$ cat config.mk
export PLATFORM = sky130hd
export DESIGN_NAME = fb_read_stream_flat
export DESIGN_NICKNAME = d
export VERILOG_FILES = /design/src/rtl/video_pkg.sv /design/src/rtl/fb_read_stream_if.sv /design/src/rtl/fb_sc_fifo.sv /design/src/rtl/fb_read_stream.sv /design/src/flat_wrapper.sv
export SDC_FILE = /design/constraint.sdc
export NUM_CORES = 2
export LEC_CHECK = 0
export ABC_CLOCK_PERIOD_IN_PS = 4500
export BUFFER_PORTS_ARGS = -buffer_cell sky130_fd_sc_hd__buf_2
export CORE_MARGIN = 2
export CORE_UTILIZATION = 46
export DETAILED_ROUTE_END_ITERATION = 8
export SYNTH_ARGS = -nofsm -noshare
export SYNTH_HDL_FRONTEND = slang
export SYNTH_SLANG_ARGS = --single-unit
export TNS_END_PERCENT = 5
$ cat constraint.sdc
create_clock -name clk -period 4.5 [get_ports clk]
set_input_delay 0.225 -clock clk [delete_from_list [all_inputs] [get_ports clk]]
set_output_delay 0.225 -clock clk [all_outputs]
set_load 0.05 [all_outputs]
$ cat src/rtl/video_pkg.sv
// Shared video definitions: frame-reader FSM encodings, pixel word layout
// and the burst-length helper used by the framebuffer read streamer.
package video_pkg;

    typedef logic [1:0] fb_state_t;

    localparam fb_state_t ST_IDLE  = 2'd0;
    localparam fb_state_t ST_REQ   = 2'd1;
    localparam fb_state_t ST_DRAIN = 2'd2;

    // Pixel word in memory is {8'h00, R, G, B}
    localparam int PIX_B_LSB  = 0;
    localparam int PIX_G_LSB  = 8;
    localparam int PIX_R_LSB  = 16;
    localparam int PIX_COMP_W = 8;

    function automatic logic [7:0] clip_burst(input logic [31:0] remaining,
                                              input logic [7:0]  max_len);
        return (remaining >= {24'd0, max_len}) ? max_len : remaining[7:0];
    endfunction

endpackage

$ cat src/rtl/fb_read_stream_if.sv
// Bus bundle for the framebuffer reader: Avalon-MM burst read master side
// plus the outgoing RGB pixel stream.
interface fb_read_stream_if;

    logic [31:0] avm_address;
    logic        avm_read;
    logic [7:0]  avm_burstcount;
    logic        avm_waitrequest;
    logic [31:0] avm_readdata;
    logic        avm_readdatavalid;

    logic [7:0]  r_out;
    logic [7:0]  g_out;
    logic [7:0]  b_out;
    logic        data_valid_out;
    logic        sop_out;
    logic        eop_out;
    logic        ready_in;

    // Pixel stream: a pixel moves on every clock where data_valid_out and
    // ready_in are both 1; while valid is high and ready low, the pixel,
    // sop and eop hold. Memory side: a burst is taken when avm_read is 1
    // and avm_waitrequest is 0; the request holds until then.
    modport master (
        output avm_address, avm_read, avm_burstcount,
        input  avm_waitrequest, avm_readdata, avm_readdatavalid,
        output r_out, g_out, b_out, data_valid_out, sop_out, eop_out,
        input  ready_in
    );

    modport slave (
        input  avm_address, avm_read, avm_burstcount,
        output avm_waitrequest, avm_readdata, avm_readdatavalid,
        input  r_out, g_out, b_out, data_valid_out, sop_out, eop_out,
        output ready_in
    );

endinterface

$ cat src/rtl/fb_sc_fifo.sv
// Single-clock show-ahead FIFO: rd_data is the current head, level counts
// stored entries. Writes while full are dropped.
module fb_sc_fifo #(
    parameter int WIDTH = 32,
    parameter int DEPTH = 64
) (
    input  logic                   clk,
    input  logic                   reset_n,
    input  logic                   wr_en,
    input  logic [WIDTH-1:0]       wr_data,
    input  logic                   rd_en,
    output logic [WIDTH-1:0]       rd_data,
    output logic                   empty,
    output logic [$clog2(DEPTH):0] level
);

    localparam int AW = $clog2(DEPTH);
    localparam int LW = AW + 1;
    localparam logic [LW-1:0] FULL_LVL = DEPTH[LW-1:0];

    logic [WIDTH-1:0] mem_q [DEPTH];
    logic [AW-1:0]    wr_ptr_q, wr_ptr_d;
    logic [AW-1:0]    rd_ptr_q, rd_ptr_d;
    logic [LW-1:0]    level_q, level_d;
    logic             do_wr, do_rd;

    always_comb begin
        do_wr    = wr_en && (level_q != FULL_LVL);
        do_rd    = rd_en && (level_q != '0);
        wr_ptr_d = wr_ptr_q + AW'(do_wr);
        rd_ptr_d = rd_ptr_q + AW'(do_rd);
        level_d  = level_q + LW'(do_wr) - LW'(do_rd);
    end

    always_ff @(posedge clk or negedge reset_n) begin
        if (!reset_n) begin
            wr_ptr_q <= '0;
            rd_ptr_q <= '0;
            level_q  <= '0;
        end else begin
            wr_ptr_q <= wr_ptr_d;
            rd_ptr_q <= rd_ptr_d;
            level_q  <= level_d;
        end
    end

    // Storage needs no reset: level gates every use of the array.
    always_ff @(posedge clk) begin
        if (do_wr) begin
            mem_q[wr_ptr_q] <= wr_data;
        end
    end

    assign rd_data = mem_q[rd_ptr_q];
    assign empty   = (level_q == '0);
    assign level   = level_q;

endmodule

$ cat src/rtl/fb_read_stream.sv
// Framebuffer reader: fetches one frame with Avalon-MM burst reads, buffers
// the words in a show-ahead FIFO and streams them out as RGB pixels.
module fb_read_stream
    import video_pkg::*;
#(
    parameter int FRAME_W    = 1280,
    parameter int FRAME_H    = 720,
    parameter int BURST_LEN  = 16,
    parameter int FIFO_DEPTH = 64
) (
    input  logic              clk,
    input  logic              reset_n,
    input  logic              start_frame,
    input  logic [31:0]       fb_base_addr,
    fb_read_stream_if.master  bus,
    output logic              busy,
    output fb_state_t         dbg_state
);

    localparam int LVL_W = $clog2(FIFO_DEPTH) + 1;
    localparam logic [LVL_W-1:0] DEPTH_LVL   = FIFO_DEPTH[LVL_W-1:0];
    localparam logic [31:0]      TOTAL_WORDS = 32'(FRAME_W * FRAME_H);
    localparam logic [31:0]      LAST_IDX    = TOTAL_WORDS - 32'd1;
    localparam logic [7:0]       MAX_BURST   = 8'(BURST_LEN);

    fb_state_t        state_q, state_d;
    logic [31:0]      addr_q, addr_d;
    logic             read_q, read_d;
    logic [7:0]       bc_q, bc_d;
    logic [31:0]      remaining_q, remaining_d;
    logic [LVL_W-1:0] outstanding_q, outstanding_d;
    logic [31:0]      pix_idx_q, pix_idx_d;

    logic [LVL_W-1:0] fifo_level;
    logic             fifo_empty;
    logic [31:0]      head_word;
    logic [7:0]       unused_pad;
    logic [7:0]       next_len;
    logic [LVL_W-1:0] credit;
    logic             accepted;
    logic             xfer;
    logic             last_pix;

    fb_sc_fifo #(
        .WIDTH (32),
        .DEPTH (FIFO_DEPTH)
    ) u_fifo (
        .clk     (clk),
        .reset_n (reset_n),
        .wr_en   (bus.avm_readdatavalid),
        .wr_data (bus.avm_readdata),
        .rd_en   (xfer),
        .rd_data (head_word),
        .empty   (fifo_empty),
        .level   (fifo_level)
    );

    always_comb begin
        next_len = clip_burst(remaining_q, MAX_BURST);
        // level + outstanding never exceeds the depth, so this cannot wrap
        credit   = DEPTH_LVL - fifo_level - outstanding_q;
        accepted = read_q && !bus.avm_waitrequest;
        xfer     = !fifo_empty && bus.ready_in;
        last_pix = (pix_idx_q == LAST_IDX);

        state_d       = state_q;
        addr_d        = addr_q;
        read_d        = read_q;
        bc_d          = bc_q;
        remaining_d   = remaining_q;
        outstanding_d = outstanding_q - LVL_W'(bus.avm_readdatavalid);
        pix_idx_d     = pix_idx_q;

        if (xfer) begin
            pix_idx_d = last_pix ? 32'd0 : pix_idx_q + 32'd1;
        end

        case (state_q)
            ST_IDLE: begin
                if (start_frame) begin
                    state_d     = ST_REQ;
                    addr_d      = fb_base_addr;
                    remaining_d = TOTAL_WORDS;
                end
            end
            ST_REQ: begin
                if (accepted) begin
                    read_d        = 1'b0;
                    addr_d        = addr_q + {22'd0, bc_q, 2'b00};
                    remaining_d   = remaining_q - {24'd0, bc_q};
                    outstanding_d = outstanding_d + LVL_W'(bc_q);
                    if (remaining_q == {24'd0, bc_q}) begin
                        state_d = ST_DRAIN;
                    end
                end else if (!read_q && (remaining_q != 32'd0) &&
                             (credit >= LVL_W'(next_len))) begin
                    read_d = 1'b1;
                    bc_d   = next_len;
                end
            end
            ST_DRAIN: begin
                if (xfer && last_pix) begin
                    state_d = ST_IDLE;
                end
            end
            default: state_d = ST_IDLE;
        endcase
    end

    always_ff @(posedge clk or negedge reset_n) begin
        if (!reset_n) begin
            state_q       <= ST_IDLE;
            addr_q        <= '0;
            read_q        <= 1'b0;
            bc_q          <= '0;
            remaining_q   <= '0;
            outstanding_q <= '0;
            pix_idx_q     <= '0;
        end else begin
            state_q       <= state_d;
            addr_q        <= addr_d;
            read_q        <= read_d;
            bc_q          <= bc_d;
            remaining_q   <= remaining_d;
            outstanding_q <= outstanding_d;
            pix_idx_q     <= pix_idx_d;
        end
    end

    assign bus.avm_address    = addr_q;
    assign bus.avm_read       = read_q;
    assign bus.avm_burstcount = bc_q;

    // Colour is forced to zero when empty so the unreset array never leaks out
    assign bus.data_valid_out = !fifo_empty;
    assign bus.r_out   = fifo_empty ? 8'd0 : head_word[PIX_R_LSB +: PIX_COMP_W];
    assign bus.g_out   = fifo_empty ? 8'd0 : head_word[PIX_G_LSB +: PIX_COMP_W];
    assign bus.b_out   = fifo_empty ? 8'd0 : head_word[PIX_B_LSB +: PIX_COMP_W];
    assign bus.sop_out = !fifo_empty && (pix_idx_q == 32'd0);
    assign bus.eop_out = !fifo_empty && last_pix;
    assign unused_pad  = head_word[31:24];

    assign busy      = (state_q != ST_IDLE);
    assign dbg_state = state_q;

endmodule

$ cat src/flat_wrapper.sv
// flat-port wrapper written by rule: the top's interface ports become plain ports
module fb_read_stream_flat import video_pkg::*;
#(
    parameter int FRAME_W    = 1280,
    parameter int FRAME_H    = 720,
    parameter int BURST_LEN  = 16,
    parameter int FIFO_DEPTH = 64
)
  (clk, reset_n, start_frame, fb_base_addr, busy, dbg_state, bus_avm_address, bus_avm_read, bus_avm_burstcount, bus_avm_waitrequest, bus_avm_readdata, bus_avm_readdatavalid, bus_r_out, bus_g_out, bus_b_out, bus_data_valid_out, bus_sop_out, bus_eop_out, bus_ready_in);
  fb_read_stream_if bus_i ();
  input  logic clk;
  input  logic reset_n;
  input  logic start_frame;
  input  logic [31:0] fb_base_addr;
  output logic busy;
  output fb_state_t dbg_state;
  output wire logic [$bits(bus_i.avm_address)-1:0] bus_avm_address;
  output wire logic [$bits(bus_i.avm_read)-1:0] bus_avm_read;
  output wire logic [$bits(bus_i.avm_burstcount)-1:0] bus_avm_burstcount;
  input wire logic [$bits(bus_i.avm_waitrequest)-1:0] bus_avm_waitrequest;
  input wire logic [$bits(bus_i.avm_readdata)-1:0] bus_avm_readdata;
  input wire logic [$bits(bus_i.avm_readdatavalid)-1:0] bus_avm_readdatavalid;
  output wire logic [$bits(bus_i.r_out)-1:0] bus_r_out;
  output wire logic [$bits(bus_i.g_out)-1:0] bus_g_out;
  output wire logic [$bits(bus_i.b_out)-1:0] bus_b_out;
  output wire logic [$bits(bus_i.data_valid_out)-1:0] bus_data_valid_out;
  output wire logic [$bits(bus_i.sop_out)-1:0] bus_sop_out;
  output wire logic [$bits(bus_i.eop_out)-1:0] bus_eop_out;
  input wire logic [$bits(bus_i.ready_in)-1:0] bus_ready_in;
  assign bus_avm_address = bus_i.avm_address;
  assign bus_avm_read = bus_i.avm_read;
  assign bus_avm_burstcount = bus_i.avm_burstcount;
  assign bus_i.avm_waitrequest = bus_avm_waitrequest;
  assign bus_i.avm_readdata = bus_avm_readdata;
  assign bus_i.avm_readdatavalid = bus_avm_readdatavalid;
  assign bus_r_out = bus_i.r_out;
  assign bus_g_out = bus_i.g_out;
  assign bus_b_out = bus_i.b_out;
  assign bus_data_valid_out = bus_i.data_valid_out;
  assign bus_sop_out = bus_i.sop_out;
  assign bus_eop_out = bus_i.eop_out;
  assign bus_i.ready_in = bus_ready_in;
  fb_read_stream #(.FRAME_W(FRAME_W), .FRAME_H(FRAME_H), .BURST_LEN(BURST_LEN), .FIFO_DEPTH(FIFO_DEPTH)) u_core (.clk(clk), .reset_n(reset_n), .start_frame(start_frame), .fb_base_addr(fb_base_addr), .bus(bus_i), .busy(busy), .dbg_state(dbg_state));
endmodule
==> results.md <==
- Reg2reg end: u_core.bus.avm_burstcount[2]$_DFFE_PN0P_
- Commonest cells in the netlist: edfxtp_1, mux4_2, mux2i_1
- Die area: 0.148 mm^2
- Worst path max stage delay: 0.70 ns
- Final period util: 97.7%
- Largest delay share family, worst path: compound AO/OA/AOI/OAI gates
- Count of input and output buffers: 132
- Setup TNS: 0 ns
- Global-route wire length before repair: 251 mm
- Final core occ: 53.3%
- DR pass1 iterations: 6
- Async S/R FF share, synth: 7.97%
- Fmax: 228 MHz
- Largest net degree at the start of global routing: 83
- Final Skew: 0.0254 ns
- Kind of critical path: reg -> out
- Status: complete, no violations
- PD cells: 630 mW/mm^2
- Crit-path cells: and2_2 -> nand2b_1 -> o221ai_1 -> a211oi_1 -> buf_4 -> a21oi_1 -> a22o_1 -> buf_2
- Slew @ Worst Pin: 1.26 ns
- Final setup vio count: 0
- N_diodes: 0
- Synthesized flop and latch total: 1,669
- Most frequent cell after synthesis: edfxtp_1
- Register Area: 0.0495 mm^2
- Via count: 35.4k
- Main synth FF type: edfxtp_1
- CTS tree: built
- Worst Path Buf+Inv: 2
- I/O Pins: 141
- RSZ-0062 raised after global routing: no
- # rows: 139
- Unique masters post-synth: 79
- Routed vias/inst: 6.00
- Yosys warns: 0
- Crit path capture type: output port
- Filler cells: 11.3k
- Worst EP required: 4.28 ns
- Yosys top cell area share: 69.4%
- CTS root buffer: clkbuf_16
- CP max FO: 21
- WL/cell: 29.5 um
- Remaining antenna violation count after routing: 0
- Nets: 3,999
- Crit. Startpoint: u_core.u_fifo.rd_ptr_q[2]$_DFF_PN0_
- Max-cap violations: 0
- Synthesis-to-finish area growth: 15.0%
- Post-DP HPWL: 95.6 mm
- RR Startpoint: u_core.remaining_q[17]$_DFFE_PN0P_
- Setup ws final: 0.104 ns
- Critical Path Sink: bus_g_out[4]
- Gp weighted congestion: 0.799
- Mean Syn Cell Area: 18.8 um^2
- Initial DRC count: 4,054
- Cells on worst reg2reg path: 11
- Effective utilization at floorplan: 46.3%
- Leakage power: 25.7 nW
- CTS HTree Levels: 4
- Pre-CTS setup slack: 0.429 ns
- Die height: 384 um
- CP Depth: 8
- CP max-delay cell: dfrtp_4
- Reg-to-reg slack, setup: 0.52 ns
- Total core area: 0.143 mm^2
- Final hold violation count: 0
- Clk buf depth: 3
- Worst VDD drop: 0.913 mV
- Initial antenna violation count: 5
- Post-Syn Instances: 3,539
- Worst-Skew Late Latency: 0.81 ns
- Total Wirelength: 174 mm
- Layout cells sized above 1: 23.5%
- Die width: 384 um
- Sequential share of the synthesized area: 74.4%
- Clock sink count: 1,669
- Minimum clock period: 4.40 ns
- Final slew viol count: 0
- Total grt overflow: 0
- Worst setup SP type: flip-flop
- Area of the multi-input gates: 0.0164 mm^2
- Most area-consuming cells after synthesis: edfxtp_1, mux4_2, dfrtp_1
- Hold Path Class: in -> async
- Relative slew slack: 15.7%
- Synth area leader: edfxtp_1
- Syn Std Cell Area: 0.0665 mm^2
- All-Layer GR Usage: 23.7%
- Residual DRC count: 0
- Post-synth EDFFs: 1,536
- Vias in the first global route: 35.5k
- Cts bufs inserted: 173
- Worst Path Arrival: 4.17 ns
- Clock-pin slew on the worst setup and hold paths: 0.06 ns
==> timing repair <==
| action | CTS | global route |
|---|---|---|
| endpoints found under the setup margin | 13 | 13 |
| hold endpoints to repair | 183 | 0 |
| resized for setup | 15 | 1 |
| buffers inserted | 0 | 1 |
| hold buffers | 41 | 0 |
| pin swaps | 0 | 0 |
==> flip-flops by register name (all words and copies together), names as in the netlist, 2 cells and up <==
register	cells
u_core.bus.avm_burstcount	8
u_core.u_fifo.wr_ptr_q	6
u_core.pix_idx_q	32
u_core.outstanding_q	7
u_core.remaining_q	32
u_core.dbg_state	2
u_core.bus.avm_address	32
u_core.u_fifo.mem_q	1536
u_core.u_fifo.rd_ptr_q	6
u_core.u_fifo.level	7
==> power by group <==
group	switching (mW)	internal (mW)	leakage, nW
logic	10.0	5.88	7.54
registers	0.717	17.8	15.5
clock network	5.91	7.90	2.63
==> per-stage QoR <==
stage	power, mW	area (um^2)	instances	hold WS, ns
after detailed placement	34.6	70500	5553	0.226
final	48.2	76500	5901	0.0573
after floorplan	28.7	66500	3540	-0.0706
after CTS	48.5	76400	5900	0.00816
after global placement	34.5	70500	5553	0.224
after global routing	50.0	76500	5901	0.0378
==> worst reg2reg max path, delay by kind of cell (launching register included) <==
family                     cells  cell delay, ns
adders and majority gates      1            0.26
and+or+nand+nor                7            1.91
DFF                            1            0.42
AOI/OAI and AO/OA              3            1.28
==> routing by layer <==
metal / wire length [um] / share of wire, % / global-route usage (%) / vias up
met3: 12100 / 6.9 / 3.73 / 204
met1: 75200 / 43 / 34.4 / 18700
met2: 83200 / 48 / 37.5 / 1332
met5: 23 / 0.013 / 0 / -
li1: - / - / - / 15200
met4: 3750 / 2.2 / 6.27 / 4
==> cells by family after synthesis <==
family                     after synthesis  share of synthesized area [%]
muxes                                  486                           12.7
buffers and inverters                  242                           1.51
AOI/OAI and AO/OA                      529                           5.62
adders and majority gates               62                           1.22
xor gates and xnor gates                76                           1.00
other                                    1                        0.00564
DFF                                   1669                           74.4
and+or+nand+nor                        474                           3.53
==> final cells by class <==
type,count,area share [%]
timing repair buffer,344,3.39
multi-input combinational,1629,21.5
inverter,50,0.245
tap,1903,3.11
sequential,1669,64.7
clock buffer,212,5.92
clock inverter,94,1.15
==> how the worst min path moves through the flow <==
stage / end / slack, ns / cells past startpoint
CTS: u_core.bus.avm_address[14]$_DFFE_PN0P_ / 0.008 / 3
global placement: u_core.bus.avm_address[0]$_DFFE_PN0P_ / 0.22 / 1
global route: u_core.bus.avm_address[24]$_DFFE_PN0P_ / 0.04 / 3
finish: u_core.bus.avm_address[24]$_DFFE_PN0P_ / 0.06 / 3
detailed placement: u_core.bus.avm_address[1]$_DFFE_PN0P_ / 0.23 / 1
floorplan: u_core.bus.avm_address[0]$_DFFE_PN0P_ / -0.07 / 0
==> cell usage in the layout (no fill, tap or decap), types with 28 or more instances in the layout <==
cell type      count
nand3_1           38
nand2_1          103
xor2_1            28
inv_1             50
buf_4            154
and3_1            31
a22oi_1           72
o221ai_1          49
a22o_1            53
nor2_1            90
edfxtp_1        1536
a21oi_1          116
clkinv_1          32
clkbuf_16        175
ha_1              57
clkbuf_1          36
dfrtp_1          129
mux2i_1          197
a211oi_1          69
buf_2            131
dlygate4sd3_1     40
o22ai_1           56
mux4_2           288
xnor2_1           48
nor2_2            50
Power figures use the tool's default switching activity.
